==> config.mk <==
export PLATFORM = sky130hd
export DESIGN_NAME = hazard_ctrl
export DESIGN_NICKNAME = d
export VERILOG_FILES = /design/src/rtl/riscv_pipe_pkg.sv /design/src/rtl/hazard_scoreboard.sv /design/src/rtl/hazard_ctrl.sv
export SDC_FILE = /design/constraint.sdc
export NUM_CORES = 1
export LEC_CHECK = 0
export ABC_AREA = 1
export ABC_CLOCK_PERIOD_IN_PS = 1800
export BUFFER_PORTS_ARGS = -buffer_cell sky130_fd_sc_hd__buf_2
export CORE_ASPECT_RATIO = 0.7
export CORE_MARGIN = 2
export CORE_UTILIZATION = 57
export DETAILED_ROUTE_END_ITERATION = 16
export HOLD_SLACK_MARGIN = 0.02
export PLACE_DENSITY = 0.87
export SYNTH_ARGS = -nofsm -noshare
export SYNTH_HDL_FRONTEND = slang
export SYNTH_SLANG_ARGS = --single-unit
==> constraint.sdc <==
create_clock -name i_clk -period 1.8 [get_ports i_clk]
set_input_delay 0.36 -clock i_clk [delete_from_list [all_inputs] [get_ports i_clk]]
set_output_delay 0.36 -clock i_clk [all_outputs]
set_load 0.02 [all_outputs]
==> src/rtl/riscv_pipe_pkg.sv <==
// rtl/riscv_pipe_pkg.sv - shared types and constants for the pipeline hazard logic
package riscv_pipe_pkg;

  typedef enum logic [1:0] {
    RUN   = 2'd0,
    STALL = 2'd1,
    FLUSH = 2'd2
  } hz_state_e;

  typedef struct packed {
    logic       vld;
    logic [4:0] rd;
  } sb_slot_t;

  localparam int SB_EX    = 0;
  localparam int SB_MEM   = 1;
  localparam int SB_WB    = 2;
  localparam int SB_DEPTH = 3;

  function automatic logic slot_match(input sb_slot_t slot, input logic [4:0] rs);
    return slot.vld && (slot.rd == rs);
  endfunction

endpackage

==> src/rtl/hazard_scoreboard.sv <==
// rtl/hazard_scoreboard.sv - in-flight destination tracker for EX/MEM/WB with source match
module hazard_scoreboard
  import riscv_pipe_pkg::*;
#(
  parameter int WB_BYPASS = 0
) (
  input  logic       clk,
  input  logic       rst,
  input  logic       issue,
  input  logic [4:0] issue_rd,
  input  logic       insn_vld,
  input  logic [4:0] rs1_addr,
  input  logic       rs1_used,
  input  logic [4:0] rs2_addr,
  input  logic       rs2_used,
  output logic       rs1_hit,
  output logic       rs2_hit
);

  sb_slot_t sb [SB_DEPTH];
  sb_slot_t ex_next;

  always_comb begin
    ex_next     = '0;
    ex_next.vld = issue;
    ex_next.rd  = issue ? issue_rd : 5'd0;
  end

  // A non-issuing ID slot loads an invalid entry so bubbles travel down the pipe.
  always_ff @(posedge clk or negedge rst) begin
    if (!rst) begin
      for (int i = 0; i < SB_DEPTH; i++) sb[i] <= '0;
    end else begin
      sb[SB_WB]  <= sb[SB_MEM];
      sb[SB_MEM] <= sb[SB_EX];
      sb[SB_EX]  <= ex_next;
    end
  end

  function automatic logic src_hit(input logic [4:0] rs, input logic used);
    logic any;
    any = slot_match(sb[SB_EX], rs) || slot_match(sb[SB_MEM], rs) ||
          ((WB_BYPASS == 0) && slot_match(sb[SB_WB], rs));
    return insn_vld && used && (rs != 5'd0) && any;
  endfunction

  assign rs1_hit = src_hit(rs1_addr, rs1_used);
  assign rs2_hit = src_hit(rs2_addr, rs2_used);

endmodule

==> src/rtl/hazard_ctrl.sv <==
// rtl/hazard_ctrl.sv - stall/flush controller for the non-forwarding 5-stage pipeline
module hazard_ctrl
  import riscv_pipe_pkg::*;
#(
  parameter int WB_BYPASS = 0,
  parameter int CNT_W     = 32
) (
  input  logic             i_clk,
  input  logic             i_rst,
  input  logic             i_id_insn_vld,
  input  logic [4:0]       i_id_rs1_addr,
  input  logic [4:0]       i_id_rs2_addr,
  input  logic             i_id_rs1_used,
  input  logic             i_id_rs2_used,
  input  logic [4:0]       i_id_rd_addr,
  input  logic             i_id_rd_wren,
  input  logic             i_ex_redirect,
  output logic             o_pc_stall,
  output logic             o_ifid_stall,
  output logic             o_ifid_flush,
  output logic             o_idex_flush,
  output logic [1:0]       o_state,
  output logic [CNT_W-1:0] o_stall_cycles,
  output logic [CNT_W-1:0] o_flush_events
);

  logic      rs1_hit;
  logic      rs2_hit;
  logic      hazard;
  logic      data_stall;
  logic      issue;
  hz_state_e state;

  hazard_scoreboard #(.WB_BYPASS(WB_BYPASS)) u_sb (
    .clk      (i_clk),
    .rst      (i_rst),
    .issue    (issue),
    .issue_rd (i_id_rd_addr),
    .insn_vld (i_id_insn_vld),
    .rs1_addr (i_id_rs1_addr),
    .rs1_used (i_id_rs1_used),
    .rs2_addr (i_id_rs2_addr),
    .rs2_used (i_id_rs2_used),
    .rs1_hit  (rs1_hit),
    .rs2_hit  (rs2_hit)
  );

  assign hazard     = rs1_hit || rs2_hit;
  // The ID instruction is wrong-path on a redirect, so its hazard does not matter.
  assign data_stall = hazard && !i_ex_redirect;
  assign issue      = i_id_insn_vld && !hazard && !i_ex_redirect &&
                      i_id_rd_wren && (i_id_rd_addr != 5'd0);

  always_comb begin
    o_pc_stall   = 1'b0;
    o_ifid_stall = 1'b0;
    o_ifid_flush = 1'b0;
    o_idex_flush = 1'b0;
    if (i_ex_redirect) begin
      o_ifid_flush = 1'b1;
      o_idex_flush = 1'b1;
    end else if (hazard) begin
      o_pc_stall   = 1'b1;
      o_ifid_stall = 1'b1;
      o_idex_flush = 1'b1;
    end
  end

  always_ff @(posedge i_clk or negedge i_rst) begin
    if (!i_rst) begin
      state <= RUN;
    end else if (i_ex_redirect) begin
      state <= FLUSH;
    end else if (hazard) begin
      state <= STALL;
    end else begin
      state <= RUN;
    end
  end

  assign o_state = state;

  always_ff @(posedge i_clk or negedge i_rst) begin
    if (!i_rst) begin
      o_stall_cycles <= '0;
      o_flush_events <= '0;
    end else begin
      if (data_stall && (o_stall_cycles != {CNT_W{1'b1}})) begin
        o_stall_cycles <= o_stall_cycles + 1'b1;
      end
      if (i_ex_redirect && (o_flush_events != {CNT_W{1'b1}})) begin
        o_flush_events <= o_flush_events + 1'b1;
      end
    end
  end

endmodule

# Word level (Yosys, flattened, before mapping)
# Index checks and enable logic that the tools add are counted.
# classes
muxes	7
bitwise	0
n_shift	0
div_mod_pow	0
multipliers	0
n_addsub	2
n_eq_ne	8
order_cmp	0
n_reduce_logical	29
# op_table
operator	count
$add A32 B1 Y32 const B	2
$ne A32 B32 Y1 const B	2
$eq A5 B5 Y1	6
$logic_and A1 B1 Y1	19
$reduce_bool A5 Y1	3
$logic_or A1 B1 Y1	5
$mux W1	5
$mux W5	1
$logic_not A1 Y1	2
$mux W2	1
# word_totals
ram_bits	0
output_inout_bits	70
regBits	84
n_memories	0
latchBits	0
elab_cells	55
mem_bits_ro	0
input_bits	22

# Longest topological paths before layout
# Gate-level depths: netlist of the first run.
# logic_depth
word_depth	12
ltp_mapped	12
depth_no_buf	11

# Hierarchy
# From an unflattened synthesis of the first run, not the netlist that was laid out.
# hier_totals
hier_cells	834
area_unflattened_um2	5381.4
# modules_own_cells
mod	instances	cells_per_inst	area_each_um2	seq_area_each_um2
hazard_ctrl	1	655	4304.1	1651.6
hazard_scoreboard	1	179	1077.3	450.4

# Worst setup path after synthesis of the first run
# No wires, ideal clock.
# synth_timing
path_kind	input to output
from	in i_id_rs1_addr[0]
to	out o_pc_stall
t_required_ns	1.440
arrival_ns	1.487
path_buffers	1
path_stages	9
setup_slack_ns	-0.047
cell_sequence	inv_1 -> nand2_1 -> nand2_1 -> nor2_1 -> nand3_1 -> nand3_1 -> nand2_1 -> a21oi_1 -> buf_4
# synth_between
elab_chain_cells	8
word_cells_on_any_way	14
cone_classes	eq/ne (3); mux (2); reduce/logical (9)
# synth_rtl
item	line	source
start, declared	hazard_ctrl.sv:11	input logic [4:0] i_id_rs1_addr,
$eq A5 B5 Y1	riscv_pipe_pkg.sv:21	return slot.vld && (slot.rd == rs);
$logic_and A1 B1 Y1	riscv_pipe_pkg.sv:21	
$logic_or A1 B1 Y1 (2 in series)	hazard_scoreboard.sv:42	any = slot_match(sb[SB_EX], rs) || slot_match(sb[SB_MEM], rs) ||
$logic_and A1 B1 Y1 *	hazard_scoreboard.sv:44	return insn_vld && used && (rs != 5'd0) && any;
$logic_or A1 B1 Y1 *	hazard_ctrl.sv:48	assign hazard = rs1_hit || rs2_hit;
$mux W1 * (2 in series)	--	
end, declared	hazard_ctrl.sv:18	output logic o_pc_stall,
# Mark *: on every way between the ends. The rest lies on a longest branch, timed or not.

# Worst setup path in the final report of the first run
# layout_timing
from	reg u_sb.sb[14] in the netlist's numbering
to	out o_ifid_stall
# layout_between
elab_chain_cells	8
word_cells_on_any_way	13
cone_classes	eq/ne (2); mux (2); reduce/logical (9)
# layout_rtl
item	line	source
start, declared	hazard_scoreboard.sv:20	sb_slot_t sb [SB_DEPTH];
start signal, assigned by index	hazard_scoreboard.sv:34	sb[SB_WB] <= sb[SB_MEM];
start signal, assigned by index	hazard_scoreboard.sv:35	sb[SB_MEM] <= sb[SB_EX];
start signal, assigned by index	hazard_scoreboard.sv:36	sb[SB_EX] <= ex_next;
$eq A5 B5 Y1	riscv_pipe_pkg.sv:21	
$logic_and A1 B1 Y1	riscv_pipe_pkg.sv:21	
$logic_or A1 B1 Y1 (2 in series)	hazard_scoreboard.sv:42	
$logic_and A1 B1 Y1	hazard_scoreboard.sv:44	
$logic_or A1 B1 Y1 *	hazard_ctrl.sv:48	
$mux W1 *	hazard_ctrl.sv:62	end else if (hazard) begin
$mux W1 *	hazard_ctrl.sv:59	if (i_ex_redirect) begin
end, declared	hazard_ctrl.sv:19	output logic o_ifid_stall,
# Marks and branches as above.

==> tab_implementation.tex, run 1 <==
\begin{tabular}{lr}
\hline
Metric & Value \\
\hline
\multicolumn{2}{l}{\textbf{Detailed routing}} \\
Via/cell ratio & 5.390 \\
Total number of vias & 5,692 \\
Number of detailed-routing iterations run before antenna repair & 5 \\
Final routed wire length divided by cell count & 14.94 microns \\
DRC Markers & 0 \\
Remaining antenna violation count & 0 \\
Final routed wirelength across all metal layers & 15.78 mm \\
Drt initial violations & 656 \\
\multicolumn{2}{l}{\textbf{GRT}} \\
First-pass GRT wire length & 25.45 mm \\
Combined global-route utilization of all metal layers & 0.3167 \\
Met1 global-route usage & 0.4666 \\
Most Used Layer, Global Route & met2 \\
Global routing met2 resource utilization & 0.4676 \\
Sum of overflow across all layers after global routing & 0 \\
Pin count of the biggest net entering global routing & 34 \\
Number of antenna violations at the first check in global routing & 0 \\
Vias in the first global route & 5,273 \\
M3 GR Usage & 0.07269 \\
\multicolumn{2}{l}{\textbf{Yosys}} \\
Xor/xnor cell area share of the yosys netlist & 0.08149 \\
Share of Yosys cell area claimed by the top area cell type & 0.3991 \\
Share of synthesized area spent on multiplexers & 0 \\
Number of flops mapped to enable cells by yosys & 0 \\
Largest family of logic cells by synthesized area & simple AND/OR/NAND/NOR gates \\
Ys flop type & sky130\_fd\_sc\_hd\_\_dfrtp\_1 \\
Async set-reset flop share out of synthesis & 1.000 \\
Number of distinct library cell variants in the gate-level netlist after synthesis & 30 \\
Arithmetic-cell share of the synthesized area counting full adders, half adders and majority gates & 0.004752 \\
Number of storage elements in the synthesis netlist & 84 \\
Syn avg cell area & 6.920 sq um \\
Simple-gate share of the synthesized area & 0.4279 \\
Cell types with the largest area share after synthesis & sky130\_fd\_sc\_hd\_\_dfrtp\_1, sky130\_fd\_sc\_hd\_\_nand2\_1, sky130\_fd\_sc\_hd\_\_nor2\_1 \\
Cell taking the most area after synthesis & sky130\_fd\_sc\_hd\_\_dfrtp\_1 \\
Number of warnings issued by yosys & 0 \\
Syn Std Cell Area & 5266 sq um \\
Compound-cell area share of the yosys netlist & 0.01212 \\
Syn Nets & 785 \\
Sequential fraction of the synthesis area & 0.3991 \\
Synthesized instance count & 761 \\
\multicolumn{2}{l}{\textbf{Clock network}} \\
Clk root buf & sky130\_fd\_sc\_hd\_\_clkbuf\_16 \\
H-tree levels & 3 \\
Clock Latency Late Sink & 340 ps \\
CTS Buf Count & 9 \\
CTS max path bufs & 2 \\
Clock-pin slew on the worst setup and hold paths & 60 ps \\
CTS tree & built \\
Sinks on Clock Net & 84 \\
\multicolumn{2}{l}{\textbf{Setup path}} \\
Reg-to-reg startpoint & o\_flush\_events[15]\$\_DFFE\_PN0P\_ \\
Type of the worst setup path & flop to output port \\
CP startpoint & u\_sb.sb[14]\$\_DFF\_PN0\_ \\
Worst r2r dst & o\_flush\_events[22]\$\_DFFE\_PN0P\_ \\
Slack of the worst reg-to-reg path & -130 ps \\
Setup crit end & o\_ifid\_stall \\
Required time at the worst-slack endpoint & 1440 ps \\
Cell depth of the worst flop-to-flop path & 8 \\
Category of the worst setup path capture point & output port \\
CP arrival & 1690 ps \\
Critical path peak fanout & 4 \\
Type of element launching the critical path & flop \\
\multicolumn{2}{l}{\textbf{Timing}} \\
Final worst-path cycle share & 1.138 \\
Final critical-path required period & 2048 ps \\
Final count of negative-setup-slack endpoints & 29 \\
Slew headroom & 0.6562 \\
Fmax & 488.4 MHz \\
Fin. Hold Viols & 0 \\
RSZ-0062 raised after global routing & true \\
Final Worst Setup Slack & -247.7 ps \\
Number of pins exceeding their max-slew limit in the final report & 0 \\
Worst Skew & 6.680 ps \\
Post-route setup TNS & -2113 ps \\
Slew at the pin with the worst max-slew slack & 513.8 ps \\
\multicolumn{2}{l}{\textbf{Floorplan}} \\
Number of top-level design ports & 92 \\
Floorplan die area & 10,040 sq um \\
Core Region & 9035 sq um \\
Y dimension of the die & 84.42 microns \\
FP Rows & 29 \\
Horizontal die dimension & 118.9 microns \\
Initial core utilization & 0.5829 \\
\multicolumn{2}{l}{\textbf{Power and ir drop}} \\
Total power divided by cell area & 670.0 nW/um\^{}2 \\
Leakage power total & 3.712 nW \\
Worst IR drop on VDD & 0.0008124 V \\
Overall power after layout & 4.645 mW \\
\multicolumn{2}{l}{\textbf{Run}} \\
Number of maximum-capacitance violations & 0 \\
\multicolumn{2}{l}{\textbf{Place}} \\
Buffers added on ports & 91 \\
DP HPWL & 11.44 mm \\
Post-placement setup slack & -93.81 ps \\
Final Wtd Congestion & 1.008 \\
Number of instances in the placed design & 1,030 \\
\multicolumn{2}{l}{\textbf{Outcome}} \\
Run status & finished with violations \\
Failing checks & negative setup slack \\
\multicolumn{2}{l}{\textbf{Layout}} \\
Proportion of layout cells with a drive suffix above 1 & 0.2758 \\
Syn-to-layout area delta & 31.65\% \\
Filler-free cell count of the finished design & 1,056 \\
Number of antenna cells inserted & 0 \\
Layout Utilization & 0.7673 \\
Total number of nets in the final design & 951 \\
\multicolumn{2}{l}{\textbf{Worst hold path}} \\
Worst hold path class & input port to flop \\
\hline
\end{tabular}
## cells by family (layout without fill, tap and decap cells)
logic type / Yosys count / count (layout)
buffers and inverters: 92 / 263
DFF: 84 / 84
and+or+nand+nor: 522 / 522
xor gates and xnor gates: 49 / 49
AOI/OAI and AO/OA: 12 / 12
adders and majority gates: 2 / 2
## cells in the mapped netlist, types with 2 or more instances
cell type / instances
sky130_fd_sc_hd__xor2_1: 36
sky130_fd_sc_hd__ha_1: 2
sky130_fd_sc_hd__nor2_1: 94
sky130_fd_sc_hd__xnor2_1: 13
sky130_fd_sc_hd__nand3b_1: 4
sky130_fd_sc_hd__buf_4: 3
sky130_fd_sc_hd__nor3_1: 27
sky130_fd_sc_hd__buf_2: 5
sky130_fd_sc_hd__nand2_1: 304
sky130_fd_sc_hd__nand2_2: 2
sky130_fd_sc_hd__clkbuf_1: 4
sky130_fd_sc_hd__dfrtp_1: 84
sky130_fd_sc_hd__nand3_2: 2
sky130_fd_sc_hd__buf_6: 4
sky130_fd_sc_hd__nor3_2: 2
sky130_fd_sc_hd__inv_2: 2
sky130_fd_sc_hd__nand3_1: 30
sky130_fd_sc_hd__o21ai_0: 10
sky130_fd_sc_hd__nor4_1: 2
sky130_fd_sc_hd__inv_1: 72
sky130_fd_sc_hd__nand4_1: 41
sky130_fd_sc_hd__nor2_2: 10
## metrics by stage
| step | area [sq um] | hold WS, ps |
|---|---|---|
| final | 6933 | 253.1 |
| after global routing | 6933 | 261.1 |
| after CTS | 6755 | 247.0 |
| after detailed placement | 6355 | 321.7 |
| after global placement | 6355 | 321.6 |
| after floorplan | 5270 | 64.41 |
## critical path, cell delays in order, from the launching register on
cell	delay [ps]
sky130_fd_sc_hd__dfrtp_2	410
sky130_fd_sc_hd__inv_2	50
sky130_fd_sc_hd__nand2_1	60
sky130_fd_sc_hd__nand2_1	60
sky130_fd_sc_hd__nor2_1	120
sky130_fd_sc_hd__nand3_1	100
sky130_fd_sc_hd__nand3_2	110
sky130_fd_sc_hd__nand2_4	70
sky130_fd_sc_hd__a21oi_4	200
sky130_fd_sc_hd__buf_6	150
## metal layers
metal	vias up	part of all wire
met5	-	0
met4	0	0.020
met3	38	0.091
met2	293	0.44
met1	2626	0.45
li1	2735	-
## timing repair
| item | in CTS | in global routing |
|---|---|---|
| setup endpoints to repair | 6 | 69 |
| buffers inserted | 5 | 6 |
| endpoints found under the hold margin | 29 | 0 |
| resized for setup | 25 | 50 |
| hold buffers | 1 | 0 |
| pin swaps | 14 | 22 |
## layout by cell type (no fill, tap or decap), types with 4 or more instances in the layout
cell type                   instances
sky130_fd_sc_hd__nand2_1          294
sky130_fd_sc_hd__buf_2             87
sky130_fd_sc_hd__nor2_1            83
sky130_fd_sc_hd__dfrtp_1           80
sky130_fd_sc_hd__buf_4             72
sky130_fd_sc_hd__inv_1             62
sky130_fd_sc_hd__nand4_1           41
sky130_fd_sc_hd__xor2_1            36
sky130_fd_sc_hd__nor3_1            24
sky130_fd_sc_hd__nand3_1           23
sky130_fd_sc_hd__nor2_2            17
sky130_fd_sc_hd__xnor2_1           13
sky130_fd_sc_hd__inv_2             12
sky130_fd_sc_hd__nand2_2            9
sky130_fd_sc_hd__clkbuf_16          9
sky130_fd_sc_hd__buf_6              8
sky130_fd_sc_hd__nand3_2            7
sky130_fd_sc_hd__o21ai_0            7
sky130_fd_sc_hd__nor2_4             5
sky130_fd_sc_hd__nor3_2             5
sky130_fd_sc_hd__nand2_4            4
sky130_fd_sc_hd__nand3b_1           4
sky130_fd_sc_hd__dfrtp_2            4
## state kept, by name, summed over array words and instances (netlist names)
register and flops:
o_flush_events 32, o_stall_cycles 32, u_sb.sb 18, o_state 2
## power by group
part / switching (mW) / total, mW / leakage [nW] / internal, mW
sequential: 0.0953 / 2.08 / 1.15 / 1.99
combinational: 0.498 / 0.803 / 2.43 / 0.305
clock: 0.782 / 1.76 / 0.132 / 0.975
## final cells by class
cell class              count  area [sq um]
multi-input cells         585          2958
flip-flops and latches     84          2107
fillers                   649          2102
repair buffers            172          1151
inverters                  75         281.5
clock buffers              11         242.7
well taps                 124         155.1
clock inverters             5         37.54
## how the worst min path moves through the flow
stage / start / to / slack, ps / cells past startpoint
floorplan: i_rst / o_flush_events[0]$_DFFE_PN0P_ / 60 / 0
finish: i_id_rd_addr[0] / u_sb.sb[12]$_DFF_PN0_ / 250 / 3
CTS: i_id_rd_addr[1] / u_sb.sb[13]$_DFF_PN0_ / 250 / 3
global route: i_id_rd_addr[1] / u_sb.sb[13]$_DFF_PN0_ / 260 / 3
global placement: i_rst / u_sb.sb[1]$_DFF_PN0_ / 320 / 1
detailed placement: i_rst / u_sb.sb[1]$_DFF_PN0_ / 320 / 1
Power figures use the tool's default switching activity.
==> run 2: changes to the inputs <==
--- a/config.mk
+++ b/config.mk
@@ -14,6 +14,8 @@
 export DETAILED_ROUTE_END_ITERATION = 16
 export HOLD_SLACK_MARGIN = 0.02
 export PLACE_DENSITY = 0.87
+export SKIP_CTS_REPAIR_TIMING = 1
 export SYNTH_ARGS = -nofsm -noshare
 export SYNTH_HDL_FRONTEND = slang
+export SYNTH_HIERARCHICAL = 1
 export SYNTH_SLANG_ARGS = --single-unit
==> constraint.sdc (replaced) <==
create_clock -name i_clk -period 1.8 [get_ports i_clk]
set_input_delay 0.09 -clock i_clk [delete_from_list [all_inputs] [get_ports i_clk]]
set_output_delay 0.09 -clock i_clk [all_outputs]
set_load 0.02 [all_outputs]
==> run 2 against run 1 <==
Compared with the run above:
- the flow still finishes with violations (negative setup slack)
- global-route usage fell by 1.6 points
- design area fell by 2.1%
- clock power rose by 13%
- sequential power fell by 2%
- final cell count rose by 4.7%
- critical path depth rose by 2
- sequential cell count did not move
- synthesized cell count rose by 9.6%
- fmax rose by 3.3%
- critical path type unchanged
- largest cell class unchanged
- highest routed layer unchanged
==> tab_implementation.tex, run 2 <==
\begin{tabular}{lr}
\hline
Metric & Value \\
\hline
\multicolumn{2}{l}{\textbf{Yosys}} \\
Cell taking the most area after synthesis & sky130\_fd\_sc\_hd\_\_dfrtp\_1 \\
Syn Std Cell Area & 5381 sq um \\
Ys flop type & sky130\_fd\_sc\_hd\_\_dfrtp\_1 \\
Share of Yosys cell area claimed by the top area cell type & 0.3906 \\
Leading cell type by number of instances after synthesis & sky130\_fd\_sc\_hd\_\_nand2\_1 \\
Async set-reset flop share out of synthesis & 1.000 \\
Number of storage elements in the synthesis netlist & 84 \\
Number of warnings issued by yosys & 6 \\
Syn Nets & 858 \\
Synthesized instance count & 834 \\
Cell types with the largest area share after synthesis & sky130\_fd\_sc\_hd\_\_dfrtp\_1, sky130\_fd\_sc\_hd\_\_nand2\_1, sky130\_fd\_sc\_hd\_\_nor2\_1 \\
Number of distinct library cell variants in the gate-level netlist after synthesis & 25 \\
Number of flops mapped to enable cells by yosys & 0 \\
Sequential fraction of the synthesis area & 0.3906 \\
List of most frequent post-synthesis cells & sky130\_fd\_sc\_hd\_\_nand2\_1, sky130\_fd\_sc\_hd\_\_nor2\_1, sky130\_fd\_sc\_hd\_\_dfrtp\_1 \\
Syn avg cell area & 6.453 sq um \\
\multicolumn{2}{l}{\textbf{Place}} \\
Post-placement setup slack & -184.0 ps \\
Post-Place Cell Area & 6213 sq um \\
Buffers added on ports & 91 \\
DP HPWL & 11.18 mm \\
Final Wtd Congestion & 0.9832 \\
\multicolumn{2}{l}{\textbf{Power and ir drop}} \\
Switching Fraction & 0.2624 \\
Leakage power total & 3.523 nW \\
Part of the total power dissipated in sequential elements & 0.446 \\
Clk network pwr share & 0.437 \\
Total power divided by cell area & 672.0 nW/um\^{}2 \\
Worst IR drop on VDD & 0.0004841 V \\
Combinational Power Share & 0.118 \\
Overall power after layout & 4.563 mW \\
Switching power & 1.197 mW \\
Internal power & 3.366 mW \\
\multicolumn{2}{l}{\textbf{GRT}} \\
Sum of overflow across all layers after global routing & 0 \\
Pin count of the biggest net entering global routing & 40 \\
Combined global-route utilization of all metal layers & 0.3004 \\
Number of antenna violations at the first check in global routing & 0 \\
Vias in the first global route & 5,157 \\
First-pass GRT wire length & 24.54 mm \\
\multicolumn{2}{l}{\textbf{Detailed routing}} \\
Number of detailed-routing iterations run before antenna repair & 5 \\
Remaining antenna violation count & 0 \\
Final routed wirelength across all metal layers & 15.90 mm \\
DRC Markers & 0 \\
Final routed wire length divided by cell count & 14.38 microns \\
Drt initial violations & 634 \\
Via/cell ratio & 5.298 \\
Total number of vias & 5,860 \\
\multicolumn{2}{l}{\textbf{Layout}} \\
Syn-to-layout area delta & 26.18\% \\
Proportion of layout cells with a drive suffix above 1 & 0.2067 \\
Layout Utilization & 0.7456 \\
Post-route cell area & 6790 sq um \\
Footprint of the multi-input gates & 2953 sq um \\
Top flop regs & o\_flush\_events (32), o\_stall\_cycles (32), u\_sb/sb (18) \\
Commonest non-fill, non-tap cells in the layout & sky130\_fd\_sc\_hd\_\_nand2\_1, sky130\_fd\_sc\_hd\_\_nor2\_1, sky130\_fd\_sc\_hd\_\_buf\_2 \\
Total number of nets in the final design & 1,002 \\
Layout fillers & 678 \\
Most frequent standard cell in the layout excluding fill and tap cells & sky130\_fd\_sc\_hd\_\_nand2\_1 \\
Number of antenna cells inserted & 0 \\
Sequential cell area in the final layout & 2105 sq um \\
\multicolumn{2}{l}{\textbf{Floorplan}} \\
Number of top-level design ports & 92 \\
Initial core utilization & 0.5909 \\
Floorplan die area & 10,250 sq um \\
Horizontal die dimension & 120.1 microns \\
Y dimension of the die & 85.30 microns \\
Core Region & 9107 sq um \\
FP Rows & 29 \\
\multicolumn{2}{l}{\textbf{Timing}} \\
Worst Skew & 10.23 ps \\
RSZ-0062 raised after global routing & true \\
Fin. Hold Viols & 0 \\
Hold Slack & 170.9 ps \\
Final count of negative-setup-slack endpoints & 35 \\
Slew at the pin with the worst max-slew slack & 366.6 ps \\
Slew headroom & 0.7547 \\
Number of pins exceeding their max-slew limit in the final report & 0 \\
Final Worst Setup Slack & -183.2 ps \\
Fmax & 504.2 MHz \\
Final critical-path required period & 1983 ps \\
Final worst-path cycle share & 1.102 \\
\multicolumn{2}{l}{\textbf{Clock network}} \\
H-tree levels & 3 \\
Sinks on Clock Net & 84 \\
Clock Latency Late Sink & 350 ps \\
Clk root buf & sky130\_fd\_sc\_hd\_\_clkbuf\_16 \\
CTS tree & built \\
CTS Buf Count & 9 \\
Clock-pin slew on the worst setup and hold paths & 60 ps \\
CTS max path bufs & 2 \\
\multicolumn{2}{l}{\textbf{Setup path}} \\
Slack of the worst reg-to-reg path & -150 ps \\
Cell depth of the worst flop-to-flop path & 15 \\
Type of the worst setup path & flop to output port \\
Category of the worst setup path capture point & output port \\
Worst r2r dst & o\_stall\_cycles[26]\$\_DFFE\_PN0P\_ \\
Reg-to-reg startpoint & u\_sb/sb[14]\$\_DFF\_PN0\_ \\
Required time at the worst-slack endpoint & 1710 ps \\
Critical path peak fanout & 4 \\
CP startpoint & u\_sb/sb[12]\$\_DFF\_PN0\_ \\
Type of element launching the critical path & flop \\
CP arrival & 1890 ps \\
\multicolumn{2}{l}{\textbf{Worst hold path}} \\
Worst hold path startpoint & i\_id\_rd\_wren \\
Worst Hold Depth & 4 \\
Worst hold path class & input port to flop \\
Min-Delay Endpoint & u\_sb/sb[17]\$\_DFF\_PN0\_ \\
\multicolumn{2}{l}{\textbf{Run}} \\
Number of maximum-capacitance violations & 0 \\
\multicolumn{2}{l}{\textbf{Outcome}} \\
Run status & finished with violations \\
Failing checks & negative setup slack \\
\hline
\end{tabular}
-- run 2: cell types whose count changed in the layout (fill, tap and decap cells not counted), moves of 18 or more --
cell	previous run	this run
sky130_fd_sc_hd__buf_4	72	39
sky130_fd_sc_hd__nand2_1	294	398
sky130_fd_sc_hd__nand3_1	23	42
sky130_fd_sc_hd__nand4_1	41	15
sky130_fd_sc_hd__nor2_1	83	113
sky130_fd_sc_hd__nor3_1	24	6
sky130_fd_sc_hd__xor2_1	36	10
-- run 2: worst max path at each step --
stage,slack (ps),endpoint,cells after the start
2_1_floorplan,-10,o_stall_cycles[19]$_DFFE_PN0P_,15
3_3_place_gp,-90,o_stall_cycles[26]$_DFFE_PN0P_,15
3_5_place_dp,-180,o_stall_cycles[19]$_DFFE_PN0P_,15
4_1_cts,-330,o_pc_stall,12
5_1_grt,-290,o_stall_cycles[26]$_DFFE_PN0P_,15
6_report,-180,o_pc_stall,11
-- run 2: per-layer routing --
metal / global-route usage / part of all wire / vias up
li1: - / - / 2848
met3: 0.08871 / 0.11 / 37
met1: 0.4292 / 0.42 / 2645
met2: 0.4530 / 0.45 / 330
met5: 0 / 0 / -
met4: 0.06738 / 0.018 / 0
-- run 2: layout make-up --
cell class	instances	share of cell area
Sequential cell	84	0.3099
Timing Repair Buffer	143	0.1384
Clock buffer	9	0.03317
Clock inverter	6	0.01327
Tap cell	124	0.02285
Inverter	84	0.04754
Multi-Input combinational cell	656	0.4349
-- run 2: kinds of logic (layout without fill, tap and decap cells) --
logic type / count (synthesis) / after routing / share of synthesized area
AOI/OAI and AO/OA: 10 / 10 / 0.009299
xor gates and xnor gates: 22 / 22 / 0.03580
adders and majority gates: 2 / 2 / 0.004649
buffers and inverters: 94 / 242 / 0.07649
DFF: 84 / 84 / 0.3906
and+or+nand+nor: 622 / 622 / 0.4831
-- run 2: power by group through the flow --
stage / combinational, mW / clock (mW) / sequential [mW]
6_report: 0.538 / 1.99 / 2.03
5_1_grt: 0.593 / 2.10 / 2.04
4_1_cts: 0.494 / 2.01 / 2.03
3_5_place_dp: 0.492 / 0 / 2.06
3_3_place_gp: 0.479 / 0 / 2.06
2_1_floorplan: 0.207 / 0 / 2.12
-- run 2: critical path, stage by stage (launching register included) --
cell and delay, ps:
sky130_fd_sc_hd__dfrtp_1 400, sky130_fd_sc_hd__buf_4 140, sky130_fd_sc_hd__nor2_1 140, sky130_fd_sc_hd__nor2_1 70
sky130_fd_sc_hd__nand3_1 80, sky130_fd_sc_hd__nand3_1 60, sky130_fd_sc_hd__nand2_1 70, sky130_fd_sc_hd__inv_2 50
sky130_fd_sc_hd__o21ai_4 180, sky130_fd_sc_hd__inv_2 80, sky130_fd_sc_hd__buf_6 140, sky130_fd_sc_hd__buf_6 120
-- run 2: per-stage QoR --
step                      setup TNS, ps  instances
final                             -2608       1106
after global routing              -7802       1106
after CTS                         -5205       1092
after detailed placement          -3415       1077
after global placement            -1687       1077
after floorplan                  -27.19        834
==> run 3: changes to the inputs <==
--- a/config.mk
+++ b/config.mk
@@ -5,15 +5,14 @@
 export SDC_FILE = /design/constraint.sdc
 export NUM_CORES = 1
 export LEC_CHECK = 0
-export ABC_AREA = 1
 export ABC_CLOCK_PERIOD_IN_PS = 1800
 export BUFFER_PORTS_ARGS = -buffer_cell sky130_fd_sc_hd__buf_2
 export CORE_ASPECT_RATIO = 0.7
 export CORE_MARGIN = 2
-export CORE_UTILIZATION = 57
+export CORE_UTILIZATION = 54
 export DETAILED_ROUTE_END_ITERATION = 16
 export HOLD_SLACK_MARGIN = 0.02
-export PLACE_DENSITY = 0.87
+export PLACE_DENSITY = 0.86
 export SKIP_CTS_REPAIR_TIMING = 1
 export SYNTH_ARGS = -nofsm -noshare
 export SYNTH_HDL_FRONTEND = slang
==> run 3 against run 2 <==
Compared with the run above:
- the run still ends with negative setup slack left
- fmax shrank 20%
- synthesized cell count down 55%
- sequential share of layout area is 2.7 points higher
- sequential power is 3% higher
- first-iteration DRC count fell by 48%
- count of clock-buffer cells in the layout grew 5
- utilization is 11 points higher
- largest cell class unchanged
==> tab_implementation.tex, run 3 <==
\begin{tabular}{lr}
\hline
Metric & Value \\
\hline
\multicolumn{2}{l}{\textbf{Timing}} \\
Worst Skew & 12.19 ps \\
Slew headroom & 0.6418 \\
Fmax & 401.2 MHz \\
Final critical-path required period & 2493 ps \\
Final worst-path cycle share & 1.385 \\
Hold Slack & 210.5 ps \\
Final Worst Setup Slack & -692.6 ps \\
Slew at the pin with the worst max-slew slack & 537.3 ps \\
Number of pins exceeding their max-slew limit in the final report & 0 \\
Fin. Hold Viols & 0 \\
Final count of negative-setup-slack endpoints & 73 \\
RSZ-0062 raised after global routing & true \\
Post-route setup TNS & -26,680 ps \\
\multicolumn{2}{l}{\textbf{Detailed routing}} \\
DRC Markers & 0 \\
Total number of vias & 4,142 \\
Remaining antenna violation count & 0 \\
Number of detailed-routing iterations run before antenna repair & 5 \\
Final routed wirelength across all metal layers & 14.18 mm \\
Final routed wire length divided by cell count & 20.54 microns \\
Drt initial violations & 328 \\
Via/cell ratio & 6.003 \\
\multicolumn{2}{l}{\textbf{Yosys}} \\
Ys flop type & sky130\_fd\_sc\_hd\_\_dfrtp\_1 \\
Synthesized instance count & 377 \\
Number of storage elements in the synthesis netlist & 84 \\
Leading cell type by number of instances after synthesis & sky130\_fd\_sc\_hd\_\_dfrtp\_1 \\
Syn avg cell area & 11.03 sq um \\
Number of flops mapped to enable cells by yosys & 0 \\
Async set-reset flop share out of synthesis & 1.000 \\
Syn Nets & 401 \\
Number of warnings issued by yosys & 6 \\
Number of distinct library cell variants in the gate-level netlist after synthesis & 40 \\
List of most frequent post-synthesis cells & sky130\_fd\_sc\_hd\_\_dfrtp\_1, sky130\_fd\_sc\_hd\_\_xor2\_1, sky130\_fd\_sc\_hd\_\_nand3\_1 \\
Share of Yosys cell area claimed by the top area cell type & 0.5057 \\
Cell types with the largest area share after synthesis & sky130\_fd\_sc\_hd\_\_dfrtp\_1, sky130\_fd\_sc\_hd\_\_xor2\_1, sky130\_fd\_sc\_hd\_\_xnor2\_1 \\
Cell taking the most area after synthesis & sky130\_fd\_sc\_hd\_\_dfrtp\_1 \\
Sequential fraction of the synthesis area & 0.5057 \\
Syn Std Cell Area & 4156 sq um \\
\multicolumn{2}{l}{\textbf{Setup path}} \\
Cell-by-cell trace of the critical path & xor2\_1 -> nor4\_1 -> nand3\_1 -> a21oi\_2 -> o21bai\_4 -> nor3\_2 -> o21ai\_2 -> nor3\_2 -> xor2\_1 \\
Type of element launching the critical path & flop \\
Buffer and inverter count on the worst path & 0 \\
CP delay by family, top & simple AND/OR/NAND/NOR gates \\
Type of the worst setup path & flop to flop \\
Category of the worst setup path capture point & flop \\
Required time at the worst-slack endpoint & 2070 ps \\
CP arrival & 2760 ps \\
CP max stage cell & sky130\_fd\_sc\_hd\_\_dfrtp\_1 \\
Critical path peak fanout & 7 \\
Max stage delay on crit path & 420 ps \\
\multicolumn{2}{l}{\textbf{Layout}} \\
Top flop regs & o\_flush\_events (32), o\_stall\_cycles (32), u\_sb/sb (18) \\
Layout fillers & 335 \\
Most frequent standard cell in the layout excluding fill and tap cells & sky130\_fd\_sc\_hd\_\_buf\_4 \\
Syn-to-layout area delta & 52.23\% \\
Proportion of layout cells with a drive suffix above 1 & 0.5169 \\
Commonest non-fill, non-tap cells in the layout & sky130\_fd\_sc\_hd\_\_buf\_4, sky130\_fd\_sc\_hd\_\_buf\_2, sky130\_fd\_sc\_hd\_\_dfrtp\_1 \\
Number of antenna cells inserted & 0 \\
Total number of nets in the final design & 611 \\
\multicolumn{2}{l}{\textbf{Floorplan}} \\
Initial core utilization & 0.5629 \\
Number of top-level design ports & 92 \\
Core Region & 7385 sq um \\
FP Rows & 26 \\
Y dimension of the die & 77.41 microns \\
Floorplan die area & 8426 sq um \\
Horizontal die dimension & 108.9 microns \\
\multicolumn{2}{l}{\textbf{Worst hold path}} \\
Worst hold path class & input port to flop \\
\multicolumn{2}{l}{\textbf{Outcome}} \\
Failing checks & negative setup slack \\
Run status & finished with violations \\
\multicolumn{2}{l}{\textbf{GRT}} \\
Sum of overflow across all layers after global routing & 0 \\
First-pass GRT wire length & 19.35 mm \\
Combined global-route utilization of all metal layers & 0.2944 \\
Vias in the first global route & 3,912 \\
Number of antenna violations at the first check in global routing & 0 \\
Pin count of the biggest net entering global routing & 46 \\
\multicolumn{2}{l}{\textbf{Power and ir drop}} \\
Clk network pwr share & 0.307 \\
Total power divided by cell area & 711.5 nW/um\^{}2 \\
Worst IR drop on VDD & 0.0005344 V \\
Internal power & 3.174 mW \\
Part of the total power dissipated in sequential elements & 0.464 \\
Leakage power total & 3.188 nW \\
Switching power & 1.328 mW \\
Switching Fraction & 0.2950 \\
Combinational Power Share & 0.229 \\
\multicolumn{2}{l}{\textbf{Clock network}} \\
CTS Buf Count & 9 \\
Clock Latency Late Sink & 350 ps \\
CTS max path bufs & 2 \\
Sinks on Clock Net & 84 \\
CTS tree & built \\
Clk root buf & sky130\_fd\_sc\_hd\_\_clkbuf\_8 \\
H-tree levels & 3 \\
Clock-pin slew on the worst setup and hold paths & 80 ps \\
\multicolumn{2}{l}{\textbf{Run}} \\
Number of maximum-capacitance violations & 0 \\
\multicolumn{2}{l}{\textbf{Place}} \\
Final Wtd Congestion & 0.9203 \\
DP HPWL & 8.794 mm \\
Buffers added on ports & 91 \\
\hline
\end{tabular}
## run 3: cell count changes after synthesis, moves of 7 or more
cell and change:
sky130_fd_sc_hd__nor2_1 -101, sky130_fd_sc_hd__nand3b_1 -18, sky130_fd_sc_hd__o21ai_0 -7, sky130_fd_sc_hd__inv_2 -14
sky130_fd_sc_hd__xnor2_1 +21, sky130_fd_sc_hd__and3_1 +13, sky130_fd_sc_hd__nor3_1 +11, sky130_fd_sc_hd__xor2_1 +47
sky130_fd_sc_hd__nor4_1 +7, sky130_fd_sc_hd__nand2_1 -379, sky130_fd_sc_hd__inv_1 -63
## run 3: power by group through the flow
stage               Sequential [mW]  Clock, mW  Combinational [mW]
floorplan                      2.29          0               0.266
global placement               2.11          0               0.879
detailed placement             2.12          0               0.923
CTS                            2.08       1.38               0.930
global route                   2.10       1.46                1.11
finish                         2.09       1.38                1.03
## run 3: per-stage QoR
| step | utilization | total power [mW] | instance area, sq um | setup slack [ps] | instances |
|---|---|---|---|---|---|
| after floorplan | - | 2.555 | 4358 | -350.6 | 377 |
| after global placement | 0.7726 | 2.991 | 5705 | -381.5 | 662 |
| after detailed placement | 0.7726 | 3.043 | 5705 | -587.4 | 662 |
| after global routing | 0.8568 | 4.666 | 6327 | -737.4 | 690 |
| final | 0.8568 | 4.502 | 6327 | -692.6 | 690 |
| after CTS | 0.7994 | 4.397 | 5903 | -684.7 | 678 |
## run 3: per-layer routing
metal | track usage | wire length (microns) | part of all wire
met5 | 0 | 0 | 0
met4 | 0.08590 | 412 | 0.029
met3 | 0.05042 | 1098 | 0.077
met2 | 0.5031 | 7321 | 0.52
met1 | 0.3846 | 5344 | 0.38
## run 3: area by class of cell
type                            instances  area [sq um]  share of cell area
Sequential cell                        84          2132              0.3370
Tap cell                               98         122.6             0.01938
Clock buffer                           14         162.7             0.02571
Timing Repair Buffer                  206          1450              0.2292
Inverter                                6         25.02            0.003955
Clock inverter                          2         35.03            0.005537
Multi-Input combinational cell        280          2400              0.3793
## run 3: logic make-up after synthesis
logic type / synth area share
and+or+nand+nor: 0.2447
muxes: 0.005418
xor gates and xnor gates: 0.1896
adders and majority gates: 0.006020
buffers and inverters: 0.01806
DFF: 0.5057
AOI/OAI and AO/OA: 0.03040
## run 3: worst paths after layout
| check | startpoint | end | slack, ps | depth (start not counted) |
|---|---|---|---|---|
| max in group asynchronous | i_rst | o_flush_events[13]$_DFFE_PN0P_ | 920 | 3 |
| worst min register to register | u_sb/sb[16]$_DFF_PN0_ | u_sb/sb[10]$_DFF_PN0_ | 440 | 0 |
| worst max register to register | u_sb/sb[12]$_DFF_PN0_ | o_stall_cycles[30]$_DFFE_PN0P_ | -690 | 9 |
| worst min-delay path | i_id_rd_wren | u_sb/sb[17]$_DFF_PN0_ | 210 | 4 |
| worst max-delay path | u_sb/sb[12]$_DFF_PN0_ | o_stall_cycles[30]$_DFFE_PN0P_ | -690 | 9 |
| min in group asynchronous | i_rst | o_flush_events[29]$_DFFE_PN0P_ | 240 | 2 |
## run 3: worst reg2reg max path, delay by kind of cell (launching register included)
| family | cells | cell delay (ps) |
|---|---|---|
| AOI/OAI and AO/OA | 3 | 620 |
| xor gates and xnor gates | 2 | 370 |
| and+or+nand+nor | 4 | 1020 |
| DFF | 1 | 420 |
